===== config.mk =====
export PLATFORM = sky130hd
export DESIGN_NAME = sdram_mc_arbiter_flat
export DESIGN_NICKNAME = d
export VERILOG_FILES = /design/src/rtl/sdram_mc_arbiter_if.sv /design/src/rtl/sdram_mc_arbiter.sv /design/src/flat_wrapper.sv
export SDC_FILE = /design/constraint.sdc
export NUM_CORES = 1
export LEC_CHECK = 0
export BUFFER_PORTS_ARGS = -buffer_cell sky130_fd_sc_hd__buf_2
export CORE_MARGIN = 4
export CORE_UTILIZATION = 25
export CTS_BUF_LIST = sky130_fd_sc_hd__clkbuf_8
export DETAILED_ROUTE_END_ITERATION = 8
export SYNTH_ARGS = -nofsm -noshare
export SYNTH_HDL_FRONTEND = slang
export SYNTH_SLANG_ARGS = --single-unit

===== constraint.sdc =====
create_clock -name clk_ref -period 12.3 [get_ports clk_ref]
set_input_delay 1.23 -clock clk_ref [delete_from_list [all_inputs] [get_ports clk_ref]]
set_output_delay 1.23 -clock clk_ref [all_outputs]
set_load 0.05 [all_outputs]

===== src/rtl/sdram_mc_arbiter_if.sv =====
// SDRAM burst-controller handshake bundle: request/acknowledge pairs, burst
// start address and the channel selects that steer the external FIFO muxes.
interface sdram_mc_arbiter_if #(
  parameter int unsigned AW = 24,
  parameter int unsigned CW = 1
);
  logic          sdram_wr_req;
  logic          sdram_rd_req;
  logic          sdram_wr_ack;
  logic          sdram_rd_ack;
  logic [AW-1:0] sdram_addr;
  logic [CW-1:0] wr_sel;
  logic [CW-1:0] rd_sel;

  // Arbiter side
  modport master (
    output sdram_wr_req, sdram_rd_req, sdram_addr, wr_sel, rd_sel,
    input  sdram_wr_ack, sdram_rd_ack
  );

  // Burst controller / FIFO mux side
  modport slave (
    input  sdram_wr_req, sdram_rd_req, sdram_addr, wr_sel, rd_sel,
    output sdram_wr_ack, sdram_rd_ack
  );
endinterface


===== src/rtl/sdram_mc_arbiter.sv =====
// Multi-channel SDRAM burst arbiter. Round-robin per direction, writes take
// strict priority over reads. Tracks a burst address and frame-done flag per
// channel, with stop-at-end (WRAP=0) or wrap-to-base (WRAP=1) frame handling.
module sdram_mc_arbiter #(
  parameter int unsigned NUM_CH    = 2,
  parameter int unsigned AW        = 24,
  parameter int unsigned LW        = 9,
  parameter int unsigned RDF_DEPTH = 256,
  parameter int unsigned WRAP      = 0,
  localparam int unsigned CW       = (NUM_CH > 1) ? $clog2(NUM_CH) : 1
) (
  input  logic                 clk_ref,
  input  logic                 rst_n,
  input  logic                 sdram_init_done,
  input  logic [LW-1:0]        wr_length,
  input  logic [LW-1:0]        rd_length,
  input  logic [NUM_CH-1:0]    wr_load,
  input  logic [NUM_CH*AW-1:0] wr_base,
  input  logic [NUM_CH*AW-1:0] wr_max,
  input  logic [NUM_CH-1:0]    rd_load,
  input  logic [NUM_CH*AW-1:0] rd_base,
  input  logic [NUM_CH*AW-1:0] rd_max,
  input  logic [NUM_CH*LW-1:0] wrf_use,
  input  logic [NUM_CH*LW-1:0] rdf_use,
  output logic [NUM_CH-1:0]    rdf_clr,
  output logic [NUM_CH-1:0]    frame_write_done,
  output logic [NUM_CH-1:0]    frame_read_done,
  sdram_mc_arbiter_if.master   sdram
);

  typedef enum logic [2:0] {StIdle, StWReq, StWBusy, StRReq, StRBusy, StUpd} state_e;

  state_e            state_q;
  logic              upd_wr_q;   // UPD belongs to a write burst
  logic              wr_req_q, rd_req_q;
  logic [AW-1:0]     addr_q;
  logic [CW-1:0]     wr_sel_q, rd_sel_q, wr_ptr_q, rd_ptr_q;
  logic [NUM_CH-1:0] wr_load_q, rd_load_q;
  logic [NUM_CH-1:0] wr_pend_q, rd_pend_q;
  logic [NUM_CH-1:0] wr_done_q, rd_done_q;
  logic [NUM_CH-1:0] rdf_clr_q;
  logic [AW-1:0]     wr_addr_q [NUM_CH];
  logic [AW-1:0]     rd_addr_q [NUM_CH];

  logic [NUM_CH-1:0] wr_edge, rd_edge, wr_act, rd_act, wr_elig, rd_elig;
  logic              wr_found, rd_found;
  logic [CW-1:0]     wr_gnt, rd_gnt, wr_ptr_nxt, rd_ptr_nxt;
  int unsigned       wr_idx, rd_idx;

  logic [AW-1:0]     upd_a, upd_base, upd_max;
  logic [LW-1:0]     upd_len;
  logic              upd_pend, upd_fits;
  logic [AW:0]       upd_sum;

  // Load edges and which channel (if any) is owned by the burst in flight
  always_comb begin
    wr_edge = wr_load & ~wr_load_q;
    rd_edge = rd_load & ~rd_load_q;
    wr_act  = '0;
    rd_act  = '0;
    if (state_q == StWReq || state_q == StWBusy || (state_q == StUpd && upd_wr_q)) begin
      wr_act[wr_sel_q] = 1'b1;
    end
    if (state_q == StRReq || state_q == StRBusy || (state_q == StUpd && !upd_wr_q)) begin
      rd_act[rd_sel_q] = 1'b1;
    end
  end

  // Eligibility; a load seen this cycle blocks the channel until its address settles
  always_comb begin
    for (int i = 0; i < NUM_CH; i++) begin
      wr_elig[i] = (wrf_use[i*LW +: LW] >= wr_length) && ((WRAP != 0) || !wr_done_q[i]) &&
                   !wr_pend_q[i] && !wr_edge[i];
      rd_elig[i] = (32'(rdf_use[i*LW +: LW]) + 32'(rd_length) <= RDF_DEPTH) &&
                   ((WRAP != 0) || !rd_done_q[i]) && !rd_pend_q[i] && !rd_edge[i];
    end
  end

  // Round-robin search upward from each direction's pointer
  always_comb begin
    wr_found = 1'b0;
    rd_found = 1'b0;
    wr_gnt   = '0;
    rd_gnt   = '0;
    wr_idx   = 0;
    rd_idx   = 0;
    for (int unsigned k = 0; k < NUM_CH; k++) begin
      wr_idx = (32'(wr_ptr_q) + k) % NUM_CH;
      rd_idx = (32'(rd_ptr_q) + k) % NUM_CH;
      if (!wr_found && wr_elig[wr_idx]) begin
        wr_found = 1'b1;
        wr_gnt   = CW'(wr_idx);
      end
      if (!rd_found && rd_elig[rd_idx]) begin
        rd_found = 1'b1;
        rd_gnt   = CW'(rd_idx);
      end
    end
    wr_ptr_nxt = CW'((32'(wr_gnt) + 1) % NUM_CH);
    rd_ptr_nxt = CW'((32'(rd_gnt) + 1) % NUM_CH);
  end

  // Post-burst address arithmetic for the granted channel
  always_comb begin
    if (upd_wr_q) begin
      upd_a    = wr_addr_q[wr_sel_q];
      upd_len  = wr_length;
      upd_base = wr_base[32'(wr_sel_q)*AW +: AW];
      upd_max  = wr_max[32'(wr_sel_q)*AW +: AW];
      upd_pend = wr_pend_q[wr_sel_q] | wr_edge[wr_sel_q];
    end else begin
      upd_a    = rd_addr_q[rd_sel_q];
      upd_len  = rd_length;
      upd_base = rd_base[32'(rd_sel_q)*AW +: AW];
      upd_max  = rd_max[32'(rd_sel_q)*AW +: AW];
      upd_pend = rd_pend_q[rd_sel_q] | rd_edge[rd_sel_q];
    end
    upd_sum  = {1'b0, upd_a} + (AW+1)'(upd_len);
    upd_fits = upd_sum < {1'b0, upd_max};
  end

  // Arbiter FSM with per-channel address, load and done state
  always_ff @(posedge clk_ref or negedge rst_n) begin
    if (!rst_n) begin
      state_q   <= StIdle;
      upd_wr_q  <= 1'b0;
      wr_req_q  <= 1'b0;
      rd_req_q  <= 1'b0;
      addr_q    <= '0;
      wr_sel_q  <= '0;
      rd_sel_q  <= '0;
      wr_ptr_q  <= '0;
      rd_ptr_q  <= '0;
      wr_load_q <= '0;
      rd_load_q <= '0;
      wr_pend_q <= '0;
      rd_pend_q <= '0;
      wr_done_q <= '0;
      rd_done_q <= '0;
      rdf_clr_q <= '0;
      for (int i = 0; i < NUM_CH; i++) begin
        wr_addr_q[i] <= '0;
        rd_addr_q[i] <= '0;
      end
    end else begin
      wr_load_q <= wr_load;
      rd_load_q <= rd_load;
      rdf_clr_q <= '0;

      // Idle channels reload at once; the channel in flight defers to UPD
      for (int i = 0; i < NUM_CH; i++) begin
        if (wr_edge[i]) begin
          wr_done_q[i] <= 1'b0;
          if (wr_act[i]) wr_pend_q[i] <= 1'b1;
          else           wr_addr_q[i] <= wr_base[i*AW +: AW];
        end
        if (rd_edge[i]) begin
          rd_done_q[i] <= 1'b0;
          if (rd_act[i]) begin
            rd_pend_q[i] <= 1'b1;
          end else begin
            rd_addr_q[i] <= rd_base[i*AW +: AW];
            rdf_clr_q[i] <= 1'b1;
          end
        end
      end

      unique case (state_q)
        StIdle: begin
          if (sdram_init_done && wr_found) begin
            state_q  <= StWReq;
            upd_wr_q <= 1'b1;
            wr_req_q <= 1'b1;
            wr_sel_q <= wr_gnt;
            wr_ptr_q <= wr_ptr_nxt;
            addr_q   <= wr_addr_q[wr_gnt];
          end else if (sdram_init_done && rd_found) begin
            state_q  <= StRReq;
            upd_wr_q <= 1'b0;
            rd_req_q <= 1'b1;
            rd_sel_q <= rd_gnt;
            rd_ptr_q <= rd_ptr_nxt;
            addr_q   <= rd_addr_q[rd_gnt];
          end
        end
        StWReq: begin
          if (sdram.sdram_wr_ack) begin
            wr_req_q <= 1'b0;
            state_q  <= StWBusy;
          end
        end
        StRReq: begin
          if (sdram.sdram_rd_ack) begin
            rd_req_q <= 1'b0;
            state_q  <= StRBusy;
          end
        end
        // Entered with ack high, so ack low here is its falling edge
        StWBusy: if (!sdram.sdram_wr_ack) state_q <= StUpd;
        StRBusy: if (!sdram.sdram_rd_ack) state_q <= StUpd;
        StUpd: begin
          state_q <= StIdle;
          if (upd_wr_q) begin
            if (upd_pend) begin
              wr_addr_q[wr_sel_q] <= upd_base;
              wr_pend_q[wr_sel_q] <= 1'b0;
            end else if (upd_fits) begin
              wr_addr_q[wr_sel_q] <= upd_sum[AW-1:0];
              wr_done_q[wr_sel_q] <= 1'b0;
            end else begin
              wr_done_q[wr_sel_q] <= 1'b1;
              if (WRAP != 0) wr_addr_q[wr_sel_q] <= upd_base;
            end
          end else begin
            if (upd_pend) begin
              rd_addr_q[rd_sel_q] <= upd_base;
              rd_pend_q[rd_sel_q] <= 1'b0;
              rdf_clr_q[rd_sel_q] <= 1'b1;
            end else if (upd_fits) begin
              rd_addr_q[rd_sel_q] <= upd_sum[AW-1:0];
              rd_done_q[rd_sel_q] <= 1'b0;
            end else begin
              rd_done_q[rd_sel_q] <= 1'b1;
              if (WRAP != 0) rd_addr_q[rd_sel_q] <= upd_base;
            end
          end
        end
        default: state_q <= StIdle;
      endcase
    end
  end

  assign sdram.sdram_wr_req = wr_req_q;
  assign sdram.sdram_rd_req = rd_req_q;
  assign sdram.sdram_addr   = addr_q;
  assign sdram.wr_sel       = wr_sel_q;
  assign sdram.rd_sel       = rd_sel_q;
  assign rdf_clr            = rdf_clr_q;
  assign frame_write_done   = wr_done_q;
  assign frame_read_done    = rd_done_q;

endmodule


===== src/flat_wrapper.sv =====
// flat-port wrapper written by rule: the top's interface ports become plain ports
module sdram_mc_arbiter_flat 
#(
  parameter int unsigned NUM_CH    = 2,
  parameter int unsigned AW        = 24,
  parameter int unsigned LW        = 9,
  parameter int unsigned RDF_DEPTH = 256,
  parameter int unsigned WRAP      = 0,
  localparam int unsigned CW       = (NUM_CH > 1) ? $clog2(NUM_CH) : 1
)
  (clk_ref, rst_n, sdram_init_done, wr_length, rd_length, wr_load, wr_base, wr_max, rd_load, rd_base, rd_max, wrf_use, rdf_use, rdf_clr, frame_write_done, frame_read_done, sdram_sdram_wr_req, sdram_sdram_rd_req, sdram_sdram_addr, sdram_wr_sel, sdram_rd_sel, sdram_sdram_wr_ack, sdram_sdram_rd_ack);
  sdram_mc_arbiter_if #(.AW(AW), .CW(1)) sdram_i ();
  input  logic clk_ref;
  input  logic rst_n;
  input  logic sdram_init_done;
  input  logic [LW-1:0] wr_length;
  input  logic [LW-1:0] rd_length;
  input  logic [NUM_CH-1:0] wr_load;
  input  logic [NUM_CH*AW-1:0] wr_base;
  input  logic [NUM_CH*AW-1:0] wr_max;
  input  logic [NUM_CH-1:0] rd_load;
  input  logic [NUM_CH*AW-1:0] rd_base;
  input  logic [NUM_CH*AW-1:0] rd_max;
  input  logic [NUM_CH*LW-1:0] wrf_use;
  input  logic [NUM_CH*LW-1:0] rdf_use;
  output logic [NUM_CH-1:0] rdf_clr;
  output logic [NUM_CH-1:0] frame_write_done;
  output logic [NUM_CH-1:0] frame_read_done;
  output wire logic [$bits(sdram_i.sdram_wr_req)-1:0] sdram_sdram_wr_req;
  output wire logic [$bits(sdram_i.sdram_rd_req)-1:0] sdram_sdram_rd_req;
  output wire logic [$bits(sdram_i.sdram_addr)-1:0] sdram_sdram_addr;
  output wire logic [$bits(sdram_i.wr_sel)-1:0] sdram_wr_sel;
  output wire logic [$bits(sdram_i.rd_sel)-1:0] sdram_rd_sel;
  input wire logic [$bits(sdram_i.sdram_wr_ack)-1:0] sdram_sdram_wr_ack;
  input wire logic [$bits(sdram_i.sdram_rd_ack)-1:0] sdram_sdram_rd_ack;
  assign sdram_sdram_wr_req = sdram_i.sdram_wr_req;
  assign sdram_sdram_rd_req = sdram_i.sdram_rd_req;
  assign sdram_sdram_addr = sdram_i.sdram_addr;
  assign sdram_wr_sel = sdram_i.wr_sel;
  assign sdram_rd_sel = sdram_i.rd_sel;
  assign sdram_i.sdram_wr_ack = sdram_sdram_wr_ack;
  assign sdram_i.sdram_rd_ack = sdram_sdram_rd_ack;
  sdram_mc_arbiter #(.NUM_CH(NUM_CH), .AW(AW), .LW(LW), .RDF_DEPTH(RDF_DEPTH), .WRAP(WRAP)) u_core (.clk_ref(clk_ref), .rst_n(rst_n), .sdram_init_done(sdram_init_done), .wr_length(wr_length), .rd_length(rd_length), .wr_load(wr_load), .wr_base(wr_base), .wr_max(wr_max), .rd_load(rd_load), .rd_base(rd_base), .rd_max(rd_max), .wrf_use(wrf_use), .rdf_use(rdf_use), .rdf_clr(rdf_clr), .frame_write_done(frame_write_done), .frame_read_done(frame_read_done), .sdram(sdram_i));
endmodule

Word level (Yosys, flattened, before mapping):

Index checks and enable logic that the tools add are counted.

* register bits after elaboration: 144
* input bits: 255
* output and inout port bits: 34
* word-level logic and storage cells: 258

* $add $sub $neg: 7
* $mul: 2
* $lt $le $gt $ge: 19
* eq/ne operators: 13
* shift-type cells: 4
* mux-type cells: 122
* bitwise logic cells: 20
* reduce and logical (&&, ||, !) cells: 51

Operators by type and width (number)
* 24-bit 2-to-1 mux: 27
* 48-bit 2-to-1 mux: 8
* 48-bit bitwise mux: 4
* 48-bit by 7-bit indexed part select with 24-bit output: 4
* 32-bit by 9-bit less-or-equal comparator with 1-bit output (second input constant): 2
* 1-bit 2-to-1 mux: 50
* 24-bit demux with 1-bit select: 2
* 2-bit 2-to-1 mux: 19
* 24-bit by 9-bit adder with 25-bit output: 1
* 25-bit by 24-bit less-than comparator with 1-bit output: 1
* 1-bit logical AND: 22
* 9-bit by 9-bit adder with 10-bit output: 2
* 9-bit greater-or-equal comparator: 2
* 3-bit 2-to-1 mux: 6
* 1-bit zero test: 15
* 3-bit case mux with 5 select lines: 1
* 2-bit bitwise AND: 6
* 1-bit by 2-bit less-than comparator with 1-bit output (second input constant): 6
* 2-bit inequality test (second input constant): 5
* 9-bit 2-to-1 mux: 1
* 2-bit greater-or-equal comparator (second input constant): 4
* 1-bit NOT with 2-bit output: 4
* 2-bit NOT: 4
* 3-bit by 2-bit == test with 1-bit output (second input constant): 2
* 20 further kinds: 40

Longest topological paths before layout:

* depth in word-level cells: 17
* depth in mapped cells: 32

Least setup slack after synthesis:

No wires, ideal clock.

* kind: register -> register
* start point: register u_core.rd_sel_q, in the netlist u_core.sdram.rd_sel
* end point: register u_core.wr_addr_q[15] (netlist name)
* setup time: 0.126 ns
* arrival time: 6.530 ns
* required time: 12.174 ns
* setup slack: 5.644 ns
* cell stages (with the launch flop): 29
* clock period less this slack: 6.656 ns
* path through: dfrtp_1 buf_6 buf_6 buf_2 buf_2 clkbuf_1 clkbuf_1 clkbuf_1 a211oi_1 a21oi_1 ha_1 a21o_1 a21o_1 a211oi_1 o31ai_1 nand3_1 o21ai_0 o221a_2 ha_1 nand4_1 or3_1 a31oi_1 a2bb2oi_1 or2_4 buf_6 buf_6 buf_2 nand3_1 o311a_1

* longest elaborated chain between the ends: 11

Ends and longest elaborated chain
* start, declared: RTL line sdram_mc_arbiter.sv:37 `logic [CW-1:0] wr_sel_q, rd_sel_q, wr_ptr_q, rd_ptr_q;`
* start signal, assigned: RTL line sdram_mc_arbiter.sv:181 `rd_sel_q <= rd_gnt;`
* branches (longest 8 deep; another with 25-bit by 24-bit less-than comparator with 1-bit output)
* 48-bit 2-to-1 mux (*): RTL line sdram_mc_arbiter.sv:204 `if (upd_pend) begin`
* 48-bit 2-to-1 mux (*): RTL line sdram_mc_arbiter.sv:203 `if (upd_wr_q) begin`
* 48-bit 2-to-1 mux (*): RTL line sdram_mc_arbiter.sv:168 `unique case (state_q)`
* end signal, assigned by index: RTL line sdram_mc_arbiter.sv:205 `wr_addr_q[wr_sel_q] <= upd_base;`
* end signal, assigned by index: RTL line sdram_mc_arbiter.sv:208 `wr_addr_q[wr_sel_q] <= upd_sum[AW-1:0];`
* end signal, assigned by index: RTL line sdram_mc_arbiter.sv:212 `if (WRAP != 0) wr_addr_q[wr_sel_q] <= upd_base;`
* end, declared: RTL line sdram_mc_arbiter.sv:42 `logic [AW-1:0] wr_addr_q [NUM_CH];`

Mark *: on every way between the ends. The select of a mux whose other input is x is not followed.
A chain may end at the register's enable or synchronous reset.

Worst setup path after layout:

* start point: register u_core.wr_sel_q, in the netlist u_core.sdram.wr_sel
* end point: register u_core.rd_addr_q[17] (netlist name)

* longest elaborated chain between the ends: 11

Ends and longest elaborated chain
* start, declared: RTL line sdram_mc_arbiter.sv:37
* start signal, assigned: RTL line sdram_mc_arbiter.sv:174 `wr_sel_q <= wr_gnt;`
* branches (longest 8 deep; another with 25-bit by 24-bit less-than comparator with 1-bit output)
* 48-bit 2-to-1 mux (*): RTL line sdram_mc_arbiter.sv:215 `if (upd_pend) begin`
* 48-bit 2-to-1 mux (*): RTL line sdram_mc_arbiter.sv:203
* 48-bit 2-to-1 mux (*): RTL line sdram_mc_arbiter.sv:168
* end signal, assigned by index: RTL line sdram_mc_arbiter.sv:216 `rd_addr_q[rd_sel_q] <= upd_base;`
* end signal, assigned by index: RTL line sdram_mc_arbiter.sv:220 `rd_addr_q[rd_sel_q] <= upd_sum[AW-1:0];`
* end signal, assigned by index: RTL line sdram_mc_arbiter.sv:224 `if (WRAP != 0) rd_addr_q[rd_sel_q] <= upd_base;`
* end, declared: RTL line sdram_mc_arbiter.sv:43 `logic [AW-1:0] rd_addr_q [NUM_CH];`

Marks and branches as above.

==> report_table.html <==
<table>
<tr><th>Metric</th><th>Value</th></tr>
<tr><th colspan="2">Status</th></tr>
<tr><td>Outcome</td><td>finished clean</td></tr>
<tr><th colspan="2">GRT</th></tr>
<tr><td>Gr ovfl total</td><td>0</td></tr>
<tr><td>Total track usage</td><td>19.8%</td></tr>
<tr><td>Pin count of the biggest net entering global routing</td><td>91</td></tr>
<tr><td>Wire length of the first global-routing pass</td><td>90400 um</td></tr>
<tr><td>Initial antenna violation count</td><td>16</td></tr>
<tr><td>Vias in the first global route</td><td>13900</td></tr>
<tr><th colspan="2">STA</th></tr>
<tr><td>Worst slew pin tran</td><td>1250 ps</td></tr>
<tr><td>Setup repair after global routing missed its margin</td><td>false</td></tr>
<tr><td>Hold Vio Cnt, Final</td><td>0</td></tr>
<tr><td>Final critical-path share of the clock period</td><td>61.2%</td></tr>
<tr><td>Min Tclk post-route</td><td>7530 ps</td></tr>
<tr><td>Slew Limit Fails</td><td>0</td></tr>
<tr><td>F_max</td><td>133 MHz</td></tr>
<tr><td>Sum Neg Setup Slack</td><td>0 ps</td></tr>
<tr><td>Final worst clock skew</td><td>20.3 ps</td></tr>
<tr><td>Worst max-slew margin expressed relative to the limit</td><td>16.6%</td></tr>
<tr><td>Number of endpoints failing setup at the final stage</td><td>0</td></tr>
<tr><td>Final setup slack of the worst path</td><td>4770 ps</td></tr>
<tr><th colspan="2">Detailed routing</th></tr>
<tr><td>Wire length per cell after detailed routing</td><td>23.6 um</td></tr>
<tr><td>Wire length after detailed routing</td><td>61700 um</td></tr>
<tr><td>Via count</td><td>14600</td></tr>
<tr><td>Vias per cell</td><td>5.59</td></tr>
<tr><td>Number of DRC violations after detailed routing</td><td>0</td></tr>
<tr><td>Pre-antenna DRT Iters</td><td>6</td></tr>
<tr><td>Detail Route Antenna Nets</td><td>0</td></tr>
<tr><td>Iteration-0 DRC Markers</td><td>1778</td></tr>
<tr><th colspan="2">Finish</th></tr>
<tr><td>Most common cell after layout, fill and taps aside</td><td>buf_2</td></tr>
<tr><td>Most frequent cells in the layout</td><td>buf_2, mux2i_1, nand2_1</td></tr>
<tr><td>Area added between synthesis and finish</td><td>18.2%</td></tr>
<tr><td>Number of nets at the end of the flow</td><td>2178</td></tr>
<tr><td>Post-route cell area</td><td>16500 um2</td></tr>
<tr><td>Share of final-layout standard cells stronger than drive strength 1</td><td>24.6%</td></tr>
<tr><td>Number of non-filler instances in the completed layout</td><td>2618</td></tr>
<tr><th colspan="2">Worst hold path</th></tr>
<tr><td>Class of the tightest hold or removal check</td><td>reg2reg</td></tr>
<tr><th colspan="2">Setup path</th></tr>
<tr><td>Required time at the endpoint of the critical path</td><td>12640 ps</td></tr>
<tr><td>Worst path slowest cell</td><td>nor3_4</td></tr>
<tr><td>Crit path launch type</td><td>flip-flop</td></tr>
<tr><td>Kind of capture point of the worst setup path</td><td>flip-flop</td></tr>
<tr><td>Arrival @ worst endpoint</td><td>7870 ps</td></tr>
<tr><td>Biggest fanout along the worst timing path</td><td>54</td></tr>
<tr><td>Worst setup path category</td><td>reg2reg</td></tr>
<tr><td>Crit-path cells</td><td>buf_4, mux2i_1, a21oi_1, ha_1, a21o_1, a211oi_1, o31ai_1, nand3_1, nor3_1, xnor2_1, inv_1, ha_1, a21o_1, a21oi_1, nand3_1, a21oi_1, o21ai_0, a2bb2oi_1, buf_4, or2_4, nor3_4, a221oi_1</td></tr>
<tr><td>Most common cell on crit path</td><td>a21oi_1</td></tr>
<tr><td>Critical Path Max Stage Delay</td><td>950 ps</td></tr>
<tr><th colspan="2">Power</th></tr>
<tr><td>Pwr dens</td><td>307 nW/um2</td></tr>
<tr><td>Leakage</td><td>0.00744 uW</td></tr>
<tr><td>Final total power</td><td>5060 uW</td></tr>
<tr><td>VDD IR max</td><td>0.000319 V</td></tr>
<tr><th colspan="2">CTS</th></tr>
<tr><td>TritonCTS clock tree</td><td>yes</td></tr>
<tr><td>Buffer type at the clock tree root</td><td>clkbuf_8</td></tr>
<tr><td>Count of hold-fix buffers inserted at cts</td><td>0</td></tr>
<tr><td>TritonCTS Sinks</td><td>144</td></tr>
<tr><td>Latest clock arrival within the worst-skew pair</td><td>520 ps</td></tr>
<tr><td>Maximum clock path buffer count</td><td>2</td></tr>
<tr><td>CTS H-Tree Depth</td><td>4</td></tr>
<tr><td>Post-cts resize count</td><td>0</td></tr>
<tr><td>Post-CTS Setup Inserts</td><td>0</td></tr>
<tr><td>Worst-path clk slew</td><td>90 ps</td></tr>
<tr><td>Number of buffers created by CTS</td><td>17</td></tr>
<tr><th colspan="2">Synthesis</th></tr>
<tr><td>Number of different library cells in the post-synthesis netlist</td><td>77</td></tr>
<tr><td>Post-synth EDFFs</td><td>0</td></tr>
<tr><td>Yosys warning count</td><td>0</td></tr>
<tr><td>Net Count, Synth</td><td>1969</td></tr>
<tr><td>Mapped Cells</td><td>1643</td></tr>
<tr><td>Mean post-synth cell area</td><td>8.49 um2</td></tr>
<tr><td>Summed instance area of the synthesized netlist</td><td>13900 um2</td></tr>
<tr><td>Async set-or-reset flop fraction in the synthesized netlist</td><td>100%</td></tr>
<tr><td>Part of the Yosys area used for sequential elements</td><td>25.8%</td></tr>
<tr><td>Post-synthesis register bit count</td><td>144</td></tr>
<tr><td>Predominant post-synthesis flop cell</td><td>dfrtp_1</td></tr>
<tr><th colspan="2">Floorplanning</th></tr>
<tr><td>I/O pin cnt</td><td>289</td></tr>
<tr><td>Area of the core</td><td>55200 um2</td></tr>
<tr><td>DIE AREA</td><td>59600 um2</td></tr>
<tr><td>Initial core utilization</td><td>25.3%</td></tr>
<tr><td>Row Count</td><td>86</td></tr>
<tr><td>Die width</td><td>244 um</td></tr>
<tr><td>Height of the chip</td><td>244 um</td></tr>
<tr><th colspan="2">Placed design</th></tr>
<tr><td>Quantity of I/O buffers inserted on ports</td><td>288</td></tr>
<tr><td>Worst setup slack after placement</td><td>4890 ps</td></tr>
<tr><td>Detail Placement HPWL</td><td>47000 um</td></tr>
<tr><td>Routability Congestion</td><td>0.925</td></tr>
<tr><td>Cell area after placement</td><td>16100 um2</td></tr>
<tr><td>Number of instances in the placed design</td><td>2581</td></tr>
<tr><th colspan="2">Run</th></tr>
<tr><td>Max-cap viol count</td><td>0</td></tr>
</table>
-- critical path: cells and delay by family (launching register included) --
family,cells,cell delay (ps)
buf+inv,3,1120
flops,1,730
mux,1,300
fa+ha+maj,2,570
xor+xnor,1,320
simple gates,5,2290
compound gates,10,1960
-- path summary, 6_finish.rpt --
kind / depth (start not counted) / startpoint / slack (ps) / end
worst min register to register: 2 / u_core.sdram.sdram_addr[23] / 480 / u_core.sdram.sdram_addr[23]
max in group asynchronous: 2 / rst_n / 10100 / u_core.upd_wr_q
worst max register to register: 22 / u_core.sdram.wr_sel / 4770 / u_core.rd_addr_q[17]
worst min-delay path: 2 / u_core.sdram.sdram_addr[23] / 480 / u_core.sdram.sdram_addr[23]
min in group asynchronous: 1 / rst_n / 810 / u_core.sdram.sdram_addr[19]
worst max-delay path: 22 / u_core.sdram.wr_sel / 4770 / u_core.rd_addr_q[17]
-- cell families (layout without fill, tap and decap cells) --
kind of cell,Yosys count,count (layout),synth area share (%)
AO/OA/AOI/OAI,531,531,25.9
buffers and inverters,170,392,5.26
multiplexers,274,274,20.4
flip-flops,144,144,25.8
adder cells (fa/ha/maj),71,71,6.53
other,0,5,0
AND/OR/NAND/NOR,420,420,14.0
XOR/XNOR,33,33,2.07
-- cell usage after synthesis, types with 7 or more instances --
library cell | number | area [um2]
a221oi_1 | 32 | 280
mux2_2 | 78 | 878
nand4_1 | 11 | 68.8
ha_1 | 68 | 851
nor2b_1 | 27 | 169
nor3_1 | 15 | 75.1
o221a_2 | 9 | 101
nand2b_1 | 11 | 68.8
dfrtp_1 | 144 | 3600
nand3b_1 | 7 | 52.6
o21ai_0 | 103 | 515
buf_6 | 7 | 78.8
a211oi_1 | 36 | 270
nand2_1 | 149 | 559
o31ai_1 | 11 | 82.6
o22ai_1 | 10 | 62.6
or4_1 | 8 | 60.1
buf_1 | 12 | 45.0
inv_1 | 45 | 169
a22oi_1 | 32 | 240
xor2_1 | 16 | 140
clkbuf_1 | 71 | 267
a222oi_1 | 8 | 80.1
or3_1 | 9 | 56.3
o21a_1 | 21 | 158
nor4_1 | 13 | 81.3
a41o_1 | 22 | 220
nor2_1 | 114 | 428
buf_2 | 34 | 170
xnor2_1 | 17 | 149
mux2i_1 | 195 | 1950
nand3_1 | 32 | 160
a21oi_1 | 134 | 671
a21o_1 | 50 | 375
-- state kept, by name, indices dropped and copies added, names as in the netlist --
signal and flops:
u_core.rd_addr_q 48, u_core.wr_addr_q 48, u_core.sdram.sdram_addr 24, u_core.state_q 3
u_core.frame_read_done 2, u_core.frame_write_done 2, u_core.rd_load_q 2, u_core.rd_pend_q 2
u_core.rdf_clr 2, u_core.wr_load_q 2, u_core.wr_pend_q 2, u_core.rd_ptr_q 1
u_core.sdram.rd_sel 1, u_core.sdram.sdram_rd_req 1, u_core.sdram.sdram_wr_req 1, u_core.sdram.wr_sel 1
u_core.upd_wr_q 1, u_core.wr_ptr_q 1
-- stage by stage --
stage | hold WS [ps] | util, %
global placement | 467 | 29.1
detailed placement | 466 | 29.1
CTS | 483 | 29.8
global route | 497 | 29.8
floorplan | 452 | -
finish | 477 | 29.9
-- final cells by class --
class	instances	area, um2
tap	748	936
sequential	144	3610
multi-input combinational	1329	9690
inverter	46	173
fill	5848	38700
timing repair buffer	314	1640
clock buffer	22	303
clock inverter	10	110
antenna	5	12.5
-- metal layers --
metal	track usage (%)	up-vias	share of wire, %
met3	4.48	92	8.2
met1	27.7	7182	45
met4	5.72	20	2.4
met2	30.4	748	44
li1	-	6596	-
met5	0	-	0.20
-- report_power, final --
group / internal, uW / switching [uW]
clock network: 206 / 209
registers: 695 / 258
logic: 1240 / 2450
total: 2140 / 2910
No activity file was read; power rests on OpenSTA's default activity.
